--- src/rtl/regbank_dump_reader_pkg.sv ---
// Shared constants for the register bank and its dump sequencer: default geometry
// and the dump FSM state encoding used by the bank, the reader and the debug controller.
package regbank_dump_reader_pkg;

    localparam int DEF_N  = 32;
    localparam int DEF_BR = 5;

    localparam logic [1:0] ST_IDLE  = 2'd0;
    localparam logic [1:0] ST_SCAN  = 2'd1;
    localparam logic [1:0] ST_FLUSH = 2'd2;

    typedef enum logic [1:0] {
        IDLE  = ST_IDLE,
        SCAN  = ST_SCAN,
        FLUSH = ST_FLUSH
    } state_t;

endpackage

--- src/rtl/regbank_dump_reader.sv ---
// Sweeps an inclusive register range over one bank read port and streams
// {address, data} beats out through a one-entry valid/ready output register.
module regbank_dump_reader
    import regbank_dump_reader_pkg::*;
#(
    parameter int N  = DEF_N,
    parameter int BR = DEF_BR
) (
    input  logic          clk,
    input  logic          rst,
    input  logic          start,
    input  logic [BR-1:0] first_addr,
    input  logic [BR-1:0] last_addr,
    output logic          busy,
    output logic          done,
    output logic [BR-1:0] rd_addr,
    input  logic [N-1:0]  rd_data,
    output logic          out_valid,
    input  logic          out_ready,
    output logic [BR-1:0] out_addr,
    output logic [N-1:0]  out_data,
    output logic          out_last,
    output state_t        dbg_state
);

    // Output handshake: a beat transfers on any rising edge where out_valid && out_ready.
    // While out_valid is high and out_ready low, out_addr/out_data/out_last do not change.

    state_t        state, state_n;
    logic [BR-1:0] ptr, ptr_n;
    logic [BR-1:0] last_q, last_n;
    logic          out_valid_n, out_last_n, done_n, load;
    logic [BR-1:0] out_addr_n;
    logic [N-1:0]  out_data_n;

    always_ff @(posedge clk) begin
        if (rst) begin
            state     <= IDLE;
            ptr       <= '0;
            last_q    <= '0;
            out_valid <= 1'b0;
            out_last  <= 1'b0;
            out_addr  <= '0;
            out_data  <= '0;
            done      <= 1'b0;
        end else begin
            state     <= state_n;
            ptr       <= ptr_n;
            last_q    <= last_n;
            out_valid <= out_valid_n;
            out_last  <= out_last_n;
            out_addr  <= out_addr_n;
            out_data  <= out_data_n;
            done      <= done_n;
        end
    end

    always_comb begin
        state_n     = state;
        ptr_n       = ptr;
        last_n      = last_q;
        out_valid_n = out_valid;
        out_last_n  = out_last;
        out_addr_n  = out_addr;
        out_data_n  = out_data;
        done_n      = 1'b0;
        rd_addr     = '0;
        load        = !out_valid || out_ready;

        case (state)
            IDLE: begin
                if (start) begin
                    if (first_addr <= last_addr) begin
                        state_n = SCAN;
                        ptr_n   = first_addr;
                        last_n  = last_addr;
                    end else begin
                        done_n = 1'b1;
                    end
                end
            end
            SCAN: begin
                rd_addr = ptr;
                if (load) begin
                    out_data_n  = rd_data;
                    out_addr_n  = ptr;
                    out_valid_n = 1'b1;
                    out_last_n  = (ptr == last_q);
                    // Stop on equality so a range ending at the top index never wraps ptr.
                    if (ptr == last_q) begin
                        state_n = FLUSH;
                    end else begin
                        ptr_n = ptr + 1'b1;
                    end
                end
            end
            FLUSH: begin
                if (out_valid && out_ready) begin
                    out_valid_n = 1'b0;
                    out_last_n  = 1'b0;
                    done_n      = 1'b1;
                    state_n     = IDLE;
                end
            end
            default: state_n = IDLE;
        endcase
    end

    assign busy      = (state != IDLE);
    assign dbg_state = state;

endmodule

--- config.mk ---
export PLATFORM = sky130hd
export DESIGN_NAME = regbank_dump_reader
export DESIGN_NICKNAME = d
export VERILOG_FILES = /design/src/rtl/regbank_dump_reader_pkg.sv /design/src/rtl/regbank_dump_reader.sv
export SDC_FILE = /design/constraint.sdc
export NUM_CORES = 1
export LEC_CHECK = 0
export CAP_MARGIN = 15
export CORE_AREA = 8 8 80 82
export DETAILED_ROUTE_END_ITERATION = 8
export DIE_AREA = 0 0 88 90
export PLACE_DENSITY = 0.88
export SETUP_SLACK_MARGIN = 0.02
export SYNTH_ARGS = -nofsm -noshare
export SYNTH_HDL_FRONTEND = slang
export SYNTH_SLANG_ARGS = --single-unit
--- constraint.sdc ---
create_clock -name clk -period 2.87 [get_ports clk]
set_input_delay 0.574 -clock clk [delete_from_list [all_inputs] [get_ports clk]]
set_output_delay 0.574 -clock clk [all_outputs]
set_load 0.05 [all_outputs]
After elaboration in Yosys (flattened, before gate mapping)
Index checks and enable logic that the tools add are counted.
- word-level logic and storage cells: 52
- bits in registers: 52
- output and inout port bits: 48
- bits of input ports: 46
- add/subtract/negate cells: 1
- mux-type cells: 21
- $lt $le $gt $ge: 1
- reduce and logical (&&, ||, !) cells: 12
- equal/unequal tests: 9
- operators with widths (kind ; number):
    5-bit two-way mux ; 5
    2-bit != test, second input constant ; 6
    2-bit two-way mux ; 5
    5-bit case mux with 2 select lines ; 1
    5-bit AND reduction ; 2
    1-bit two-way mux ; 6
    1-bit case mux with 2 select lines ; 3
    2-bit case mux with 3 select lines ; 1
    3-bit AND reduction ; 2
    2-bit nonzero test ; 3
    5-bit by 1-bit adder with 5-bit output, second input constant ; 1
    5-bit equality test ; 1
    5-bit <= comparator ; 1
    2-bit by 1-bit equality test with 1-bit output, second input constant ; 1
    2-bit equality test, second input constant ; 1
    2-bit logical NOT ; 1
    2-bit AND reduction ; 1
    1-bit logical AND ; 1
    1-bit logical NOT ; 1
    1-bit logical OR ; 1

Longest topological paths before layout
Gate-level depths: netlist of the first run.
- word-level depth: 4
- gate-level depth with buffers: 8
- mapped depth without buffers: 7

Least setup slack after synthesis of the first run
OpenSTA, ideal clock, no wires.
- path type: reg2out
- start point: reg state[0], in the netlist dbg_state[0]
- end point: out rd_addr[0]
- data arrival time: 1.688 ns
- stages on the path, launching flop included: 4
- data required time: 2.296 ns
- path slack: 0.608 ns
- cell sequence: dfxtp_1 -> and2b_1 -> clkbuf_1 -> and2_1
- cells in the longest elaborated chain, start to end: 2
- RTL lines (element ; line ; RTL):
    start, declared ; regbank_dump_reader.sv:29 ; state_t state, state_n;
    start signal, assigned ; regbank_dump_reader.sv:47 ; state <= state_n;
    2-bit by 1-bit equality test with 1-bit output ; regbank_dump_reader.sv:70 ; case (state)
    5-bit two-way mux ; regbank_dump_reader.sv:70 ;
    end, declared ; regbank_dump_reader.sv:16 ; output logic [BR-1:0] rd_addr,
No other way between the ends.

Final worst setup path of the first run
- start point: reg state[0], in the netlist dbg_state[0]
- end point: out rd_addr[3]
Same word-level chain as after synthesis.

==> results of run 1 <==
[power by group through the flow]
stage	Clock [mW]	Sequential [mW]	Combinational, mW
2_1_floorplan	0	1.11	0.392
3_3_place_gp	0	0.895	0.885
3_5_place_dp	0	0.899	0.900
4_1_cts	0.438	0.883	0.903
5_1_grt	0.472	0.897	0.958
6_report	0.426	0.883	0.896
[layout make-up]
cell class | count | area (sq um) | share of cell area [%]
repair buffers | 99 | 970.9 | 29.17
well taps | 72 | 90.09 | 2.707
inverters | 7 | 26.28 | 0.7895
clock buffers | 8 | 90.09 | 2.707
multi-input cells | 207 | 1110 | 33.35
flip-flops and latches | 52 | 1041 | 31.28
[repair_timing]
item,CTS,global route
gates resized for setup,0,1
endpoints found under the setup margin,0,3
endpoints found under the hold margin,0,0
[synth_stat cells (2+ instances only)]
master and instances:
buf_2 6, nand2_1 95, ha_1 6, o21ai_1 2
a31oi_1 2, nor2_1 6, o221ai_2 3, xnor2_1 6
dfxtp_1 52, a21oi_2 3, a21oi_1 48, and2_1 5
inv_1 7, xor2_1 2, nand2b_1 4, nand3_1 9
clkbuf_1 10
[state kept, by name (all words and copies together) (netlist names)]
name	cells
done	1
out_addr	5
dbg_state	2
last_q	5
out_data	32
ptr	5
out_valid	1
out_last	1
[routing by layer]
metal	global-route usage, %	vias to the layer above	part of all wire (%)
met2	28.31	66	51
met3	3.822	7	5.6
met1	18.54	978	42
met5	0	-	0
li1	-	1112	-
met4	5.739	0	1.5
[placed cells by master (no fill, tap or decap), types with 6 or more instances in the layout]
| cell | netlist | routed |
|---|---|---|
| clkbuf_8 | 0 | 6 |
| xnor2_1 | 6 | 6 |
| buf_4 | 1 | 6 |
| clkdlybuf4s50_1 | 0 | 92 |
| nand3_1 | 9 | 9 |
| inv_1 | 7 | 7 |
| a21oi_1 | 48 | 48 |
| dfxtp_1 | 52 | 52 |
| nand2_1 | 95 | 95 |
| ha_1 | 6 | 6 |
[worst min-delay path by stage]
stage | to | startpoint
3_3_place_gp | out_data[24] | out_data[24]
6_report | out_data[3] | out_data[3]
2_1_floorplan | last_q[0] | last_q[0]
4_1_cts | out_data[3] | out_data[3]
3_5_place_dp | out_data[22] | out_data[22]
5_1_grt | out_data[22] | out_data[22]
[critical path, cell delays in order (launching register included)]
cell and delay (ps):
dfxtp_1 410, and2b_2 340, and2_1 180, clkdlybuf4s50_1 830
[through the flow]
stage / cells / area (sq um) / setup slack, ps / utilization (%)
after detailed placement: 437 / 3237 / 298.6 / 61.82
after global routing: 445 / 3328 / 152.3 / 63.56
after floorplan: 284 / 2263 / 608.5 / -
final: 445 / 3328 / 236.2 / 63.56
after global placement: 437 / 3237 / 402.0 / 61.82
after CTS: 445 / 3327 / 96.29 / 63.54
[logic make-up (layout without fill, tap and decap cells)]
kind of cell,Yosys count,in the layout
compound gates,65,65
xor+xnor,8,8
fa+ha+maj,6,6
buf+inv,25,114
flops,52,52
simple gates,128,128
==> impl_metrics.ini, run 1 <==
[worst_hold_path]
hold_path.class = reg -> reg
hold_depth = 2

[clock_tree]
cts_tree = yes
clk_latency_ps = 300
cts-root-buf = clkbuf_8
hold_buffers = 0
htreeDepth = 2
clk_pin_slew_ps = 90
clock_sinks = 52
cts_setup_buffers = 0
cts_buffers = 5
clk_path_buf_depth = 2

[logic_synthesis]
synth_compound_area_share_pct = 17.69
synth_area_per_cell_sq_um = 7.970
synth_edf_count = 0
synth_area_sq_mm = 0.002263
synth_top_family_by_area = simple AND/OR/NAND/NOR gates
synthFlopType = dfxtp_1
synth_top_area_cell = dfxtp_1
synth_fp_nets = 336
ys_top_cells_by_area = dfxtp_1 46%, nand2_1 16%, a21oi_1 11%
synthMuxAreaShare_pct = 0
synth-simple-area-share_pct = 24.77
synth_top_area_share_pct = 45.99
synth_cell_types = 35
yosys.area_share.xor_xnor_pct = 3.096
async_reset_ff_share_pct = 0
ys_seq_elements = 52
synth_cells = 284
synthAdderAreaFrac_pct = 3.317
yosysWarningCount = 0
ys_seq_area_share_pct = 45.99

[die]
start_util_pct = 43.23
rows = 27
io_pins = 94
die_w_microns = 88
die_h_microns = 90
die_area_sq_mm = 0.007920
coreArea_sq_mm = 0.005236

[setup_path]
r2r_end = ptr[1]
crit_path_max_fanout = 15
worstPathRequired_ps = 2300
start_kind = flop
crit_path_start = dbg_state[0]
end_kind = output port
r2r-start = ptr[3]
worst-r2r-cell-count = 5
cp-endpoint = rd_addr[3]
rrSetupSlack_ps = 1280
worstPathArrival_ps = 2060
crit_type = reg -> out

[sta]
period_minus_slack_ps = 2634
finalSetupTns_ps = 0
finClkSkew_ps = 6.942
slew_headroom_pct = 64.25
rsz0062_at_grt = no
max_freq_mhz = 379.7
setup_viol = 0
holdWs_ps = 455.3
tightest_slew_ps = 534.6
period_share_pct = 91.77
hold_violations = 0
maxSlewViolCount = 0

[grt]
grt_overflow = 0
grt_pass1_vias = 2114
grt_pass1_wl_microns = 10420
grt_max_degree = 28
antenna_found_initial = 0
grt_usage_pct = 16.28

[power]
clkPwrFrac_pct = 19.3
seqPwrFrac_pct = 40.0
p_int_mw = 1.337
vdd_drop_max_uv = 380.9
netSwitchingPower_mw = 0.8679
power_mw = 2.205
power.leakage_nw = 1.190
p_sw_share_pct = 39.36
cellPowerDensity_mw_per_mm2 = 662.5
comb_power_share_pct = 40.6

[cells_and_area]
drive_gt1_share_pct = 6.702
layout.nets = 424
fillers = 459
synthToLayoutAreaGrowth_pct = 47.04
antennaDiodeCount = 0

[route]
vias = 2163
ant_nets = 0
wl_microns = 6336
drt-wirelength-per-cell_microns = 14.24
drcViolationCount = 0
drt_iter0_drc = 86
dr.pass1.iters = 4
routed_via_density = 4.861

[placed_design]
port_buffers = 93
hpwl_microns = 4808
gp_congestion = 0.8567

[flow_run]
max_cap_viol_count = 0

[status]
status = finished clean
Note: power is estimated with default switching activity, not from simulation.
==> run 2: changes to the inputs <==
--- a/config.mk
+++ b/config.mk
@@ -5,11 +5,12 @@
 export SDC_FILE = /design/constraint.sdc
 export NUM_CORES = 1
 export LEC_CHECK = 0
+export ABC_AREA = 1
 export CAP_MARGIN = 15
-export CORE_AREA = 8 8 80 82
+export CORE_AREA = 8 8 79 81
 export DETAILED_ROUTE_END_ITERATION = 8
-export DIE_AREA = 0 0 88 90
-export PLACE_DENSITY = 0.88
+export DIE_AREA = 0 0 87 89
+export PLACE_DENSITY = 0.9
 export SETUP_SLACK_MARGIN = 0.02
 export SYNTH_ARGS = -nofsm -noshare
 export SYNTH_HDL_FRONTEND = slang
==> run 2 against run 1 <==
  * Total power grew 10%
  * Critical path depth increased by 2
  * Critical endpoint is now rd_addr[0]
  * Sequential power up 5.2%
  * Utilization rose by 2.7 points
  * Largest power group unchanged
  * Global-route usage is 0.34 points lower
  * Combinational power rose by 19%
  * Clock power about the same
  * Synthesized area fell by 0.88%
  * Via count grew 3.9%
  * First-iteration DRC count up 85%
==> impl_metrics.ini, run 2 <==
[status]
status = finished clean

[logic_synthesis]
synth_cells = 301
ys_seq_area_share_pct = 46.40
ys_seq_elements = 52
synth_top_area_cell = dfxtp_1
synth_area_per_cell_sq_um = 7.453
synth_top_area_share_pct = 46.40
synth_common_cells = 87 x nor2_1, 52 x dfxtp_1, 37 x nand2_1
synthFlopType = dfxtp_1
synth_edf_count = 0
synth_fp_nets = 353
async_reset_ff_share_pct = 0
synth_area_sq_mm = 0.002243
synth.most_common_cell = nor2_1
synth_cell_types = 26
ys_top_cells_by_area = dfxtp_1 46%, nor2_1 15%, o21ai_0 7.6%
yosysWarningCount = 0

[die]
io_pins = 94
die_w_microns = 87
start_util_pct = 45.07
coreArea_sq_mm = 0.004977
die_area_sq_mm = 0.007743
rows = 26
die_h_microns = 89

[cells_and_area]
drive_gt1_share_pct = 5.089
design_area_sq_mm = 0.003299
final_cells = 463
synthToLayoutAreaGrowth_pct = 47.07
layout_common_cells = 93 x clkdlybuf4s50_1, 87 x nor2_1, 52 x dfxtp_1
final_util_pct = 66.29
top_register = out_data
antennaDiodeCount = 0
final_common_cell = clkdlybuf4s50_1
largest_register_ffs = 32
layout.nets = 444

[clock_tree]
cts_tree = yes
clk_latency_ps = 300
clk_pin_slew_ps = 100
cts_buffers = 5
hold_buffers = 0
clock_sinks = 52
clk_path_buf_depth = 2
htreeDepth = 2
cts_resized = 0
cts_setup_buffers = 0
cts-root-buf = clkbuf_8

[route]
ant_nets = 0
vias = 2247
routed_via_density = 4.853
wl_microns = 6353
drt_iter0_drc = 159
dr.pass1.iters = 4
drcViolationCount = 0
drt-wirelength-per-cell_microns = 13.72

[sta]
period_minus_slack_ps = 2578
hold_violations = 0
period_share_pct = 89.84
maxSlewViolCount = 0
finalSetupTns_ps = 0
max_freq_mhz = 387.8
setup_viol = 0
finClkSkew_ps = 12.23
rsz0062_at_grt = no
tightest_slew_ps = 577.3
slew_headroom_pct = 61.46

[worst_hold_path]
hold_depth = 2
hold_end = last_q[1]
hold_path.class = reg -> reg
hold_start = last_q[1]

[grt]
grt_overflow = 0
antenna_found_initial = 0
grt_pass1_vias = 2143
grt_max_degree = 38
grt_pass1_wl_microns = 9922
grt_usage_pct = 15.94

[setup_path]
crit_slowest_cell = clkdlybuf4s50_1
worstPathArrival_ps = 2000
r2r-start = dbg_state[0]
worstPathRequired_ps = 2300
crit_type = reg -> out
worst-r2r-cell-count = 7
rrSetupSlack_ps = 1110
crit_path_max_fanout = 10
r2r_end = out_addr[0]
crit_family = buffers and inverters
cp_cell_sequence = inv_2, nor2_4, inv_6, nor2_1, clkdlybuf4s50_1
end_kind = output port
cp.buffers_inverters = 3
cpPeakStageDelay_ps = 820
crit_path_start = dbg_state[0]
start_kind = flop

[power]
vdd_drop_max_uv = 449.3
cellPowerDensity_mw_per_mm2 = 736.2
power_mw = 2.429
power.leakage_nw = 1.413

[placed_design]
port_buffers = 93
hpwl_microns = 4834
place_area_sq_mm = 0.003203
gp_congestion = 0.9094
dp_cells = 455

[flow_run]
max_cap_viol_count = 0
==> run 2: cell types whose count changed after synthesis, sizes merged, moves of 5 or more <==
cell and change:
a211oi +5, a21oi -36, and2 -5, clkbuf -5
inv +18, nand2 -55, nor2 +83, o21ai +34
==> run 2: metrics by stage <==
stage	setup WS (ps)	hold WS [ps]
floorplan	617.4	443.1
global placement	460.8	464.8
detailed placement	388.7	472.4
CTS	274.3	485.3
global route	182.9	515.2
finish	291.7	481.8
==> run 2: logic make-up after synthesis <==
| group | share of synthesized area, % |
|---|---|
| DFF | 46.40 |
| buffers and inverters | 8.031 |
| adders and majority gates | 3.346 |
| xor gates and xnor gates | 1.562 |
| and+or+nand+nor | 26.21 |
| AOI/OAI and AO/OA | 13.55 |
| muxes | 0.8924 |
==> run 2: how the worst max path moves through the flow <==
stage	cells past startpoint	slack (ps)	end
floorplan	4	620	rd_addr[0]
global placement	14	460	ptr[1]
detailed placement	14	390	ptr[1]
CTS	5	270	rd_addr[0]
global route	5	180	rd_addr[0]
finish	5	290	rd_addr[0]
==> run 2: tightest hold or removal path, cell delays in order (launching register included) <==
cell	delay (ps)
dfxtp_1	320
inv_1	70
a21oi_1	60
==> run 2: power breakdown <==
| group | switching [mW] | internal [mW] |
|---|---|---|
| Clock | 0.232 | 0.197 |
| Combinational | 0.710 | 0.361 |
| Sequential | 0.0812 | 0.847 |
| Total | 1.02 | 1.41 |
==> run 2: layer usage <==
metal	GRT usage [%]	vias to the layer above	wire [microns]
met5	0	-	0
met2	27.55	82	3188
met1	18.59	1018	2630
li1	-	1143	-
met3	3.860	4	455
met4	6.260	0	78
==> run 2: cell type report <==
cell class | count | area [sq um]
Tap cell | 70 | 87.58
Clock buffer | 6 | 82.58
Inverter | 25 | 98.84
Timing Repair Buffer | 96 | 953.4
Clock inverter | 2 | 13.76
Sequential cell | 52 | 1041
Multi-Input combinational cell | 212 | 1022
Fill cell | 434 | 1678
==> run 3: changes to the inputs <==
--- a/config.mk
+++ b/config.mk
@@ -7,10 +7,11 @@
 export LEC_CHECK = 0
 export ABC_AREA = 1
 export CAP_MARGIN = 15
-export CORE_AREA = 8 8 79 81
+export CORE_AREA = 8 8 68 70
 export DETAILED_ROUTE_END_ITERATION = 8
-export DIE_AREA = 0 0 87 89
-export PLACE_DENSITY = 0.9
+export DIE_AREA = 0 0 76 78
+export DONT_BUFFER_PORTS = 1
+export PLACE_DENSITY = 0.85
 export SETUP_SLACK_MARGIN = 0.02
 export SYNTH_ARGS = -nofsm -noshare
 export SYNTH_HDL_FRONTEND = slang
==> run 3 against run 2 <==
  * Cell area shrank 29%
  * Die area shrank 23%
  * Flip-flop and latch count is the same
  * Fmax shrank 0.89%
  * Final cell count shrank 24%
  * Critical endpoint unchanged
==> impl_metrics.ini, run 3 (synthesis gave the netlist of run 2 again) <==
[status]
status = finished clean

[die]
io_pins = 94
rows = 22
die_area_sq_mm = 0.005928
die_w_microns = 76
coreArea_sq_mm = 0.003551
start_util_pct = 63.18
die_h_microns = 78

[sta]
rsz0062_at_grt = no
slew_headroom_pct = 36.52
tightest_slew_ps = 948.7
finClkSkew_ps = 15.19
hold_violations = 0
period_minus_slack_ps = 2602
maxSlewViolCount = 0
max_freq_mhz = 384.4
finalSetupTns_ps = 0
setup_viol = 0
period_share_pct = 90.65

[grt]
grt_pass1_wl_microns = 8845
antenna_found_initial = 0
grt_overflow = 0
grt_usage_pct = 17.66
grt_pass1_vias = 1840
grt_max_degree = 35

[cells_and_area]
top_register = out_data
drive_gt1_share_pct = 7.895
antennaDiodeCount = 0
layout.nets = 355
final_common_cell = nor2_1
largest_register_ffs = 32
synthToLayoutAreaGrowth_pct = 4.071
layout_common_cells = 87 x nor2_1, 52 x dfxtp_1, 37 x nand2_1

[clock_tree]
cts_setup_buffers = 0
clock_sinks = 52
cts_buffers = 5
clk_pin_slew_ps = 160
clk_path_buf_depth = 2
htreeDepth = 2
cts_tree = yes
clk_latency_ps = 360
cts_resized = 0
cts-root-buf = clkbuf_4
hold_buffers = 0

[power]
vdd_drop_max_uv = 496.4
power.leakage_nw = 1.075
power_mw = 2.068
cellPowerDensity_mw_per_mm2 = 885.6

[route]
vias = 1912
ant_nets = 0
drt-wirelength-per-cell_microns = 15.44
dr.pass1.iters = 4
wl_microns = 5435
drt_iter0_drc = 152
routed_via_density = 5.432
drcViolationCount = 0

[setup_path]
rrSetupSlack_ps = 780
worstPathRequired_ps = 2300
crit_path_max_fanout = 10
r2r-start = dbg_state[1]
worstPathArrival_ps = 2030
crit_slowest_cell = nor2_1
crit_type = reg -> out
worst-r2r-cell-count = 9
cp_cell_sequence = nor2_4, inv_6, nor2_1
cpPeakStageDelay_ps = 730
end_kind = output port
cp.buffers_inverters = 1
crit_family = simple AND/OR/NAND/NOR gates
r2r_end = ptr[1]
start_kind = flop

[flow_run]
max_cap_viol_count = 0

[placed_design]
port_buffers = 0
hpwl_microns = 4074
gp_congestion = 0.8336

[worst_hold_path]
hold_path.class = in -> reg
hold_depth = 1
hold_end = out_addr[1]
hold_start = rst
-- run 3: changes by cell type in the layout (fill, tap and decap cells not counted), sizes merged --
cell	change
clkbuf	-1
clkinv	+1
buf	+4
clkdlybuf4s50	-93
-- run 3: worst max-delay path by stage --
stage / from / to / slack, ps / depth (start not counted)
after floorplan: dbg_state[0] / rd_addr[0] / 620 / 4
after global placement: dbg_state[1] / rd_addr[0] / 700 / 3
after detailed placement: dbg_state[1] / rd_addr[0] / 670 / 3
after CTS: dbg_state[1] / rd_addr[0] / 250 / 3
after global routing: dbg_state[1] / rd_addr[0] / 200 / 3
final: dbg_state[1] / rd_addr[0] / 270 / 3
-- run 3: metrics by stage --
step | instances | util [%] | cell area [sq um] | hold WS [ps] | worst slack, ps
global placement | 344 | 64.06 | 2275 | 456.3 | 696.8
detailed placement | 344 | 64.06 | 2275 | 462.7 | 670.1
CTS | 352 | 65.75 | 2335 | 245.8 | 250.9
finish | 352 | 65.75 | 2335 | 258.6 | 268.5
global route | 352 | 65.75 | 2335 | 222.3 | 201.2
floorplan | 301 | - | 2243 | 443.1 | 617.4
-- run 3: cell type report --
type                            instances  area, sq um
Multi-Input combinational cell        212         1022
Fill cell                             331         1216
Timing Repair Buffer                    7        52.55
Clock inverter                          3        22.52
Tap cell                               48        60.06
Clock buffer                            5        37.54
Sequential cell                        52         1041
Inverter                               25        98.84
-- run 3: metal layers --
metal  track usage [%]  up-vias  part of all wire, %
met1             21.27      854                   43
met2             26.74       83                   44
met3             8.180        9                   11
met4             6.863        0                  1.5
li1                  -      966                    -
met5                 0        -                    0
-- run 3: worst register-to-register path, delay by kind of cell (launching register included) --
family / cells / cell delay, ps
flops: 1 / 730
buf+inv: 1 / 140
simple gates: 8 / 1130
-- run 3: power by group --
| part | internal (mW) | switching, mW | total (mW) |
|---|---|---|---|
| combinational | 0.146 | 0.308 | 0.454 |
| clock | 0.0994 | 0.232 | 0.332 |
| sequential | 0.847 | 0.435 | 1.28 |
| total | 1.09 | 0.976 | 2.07 |
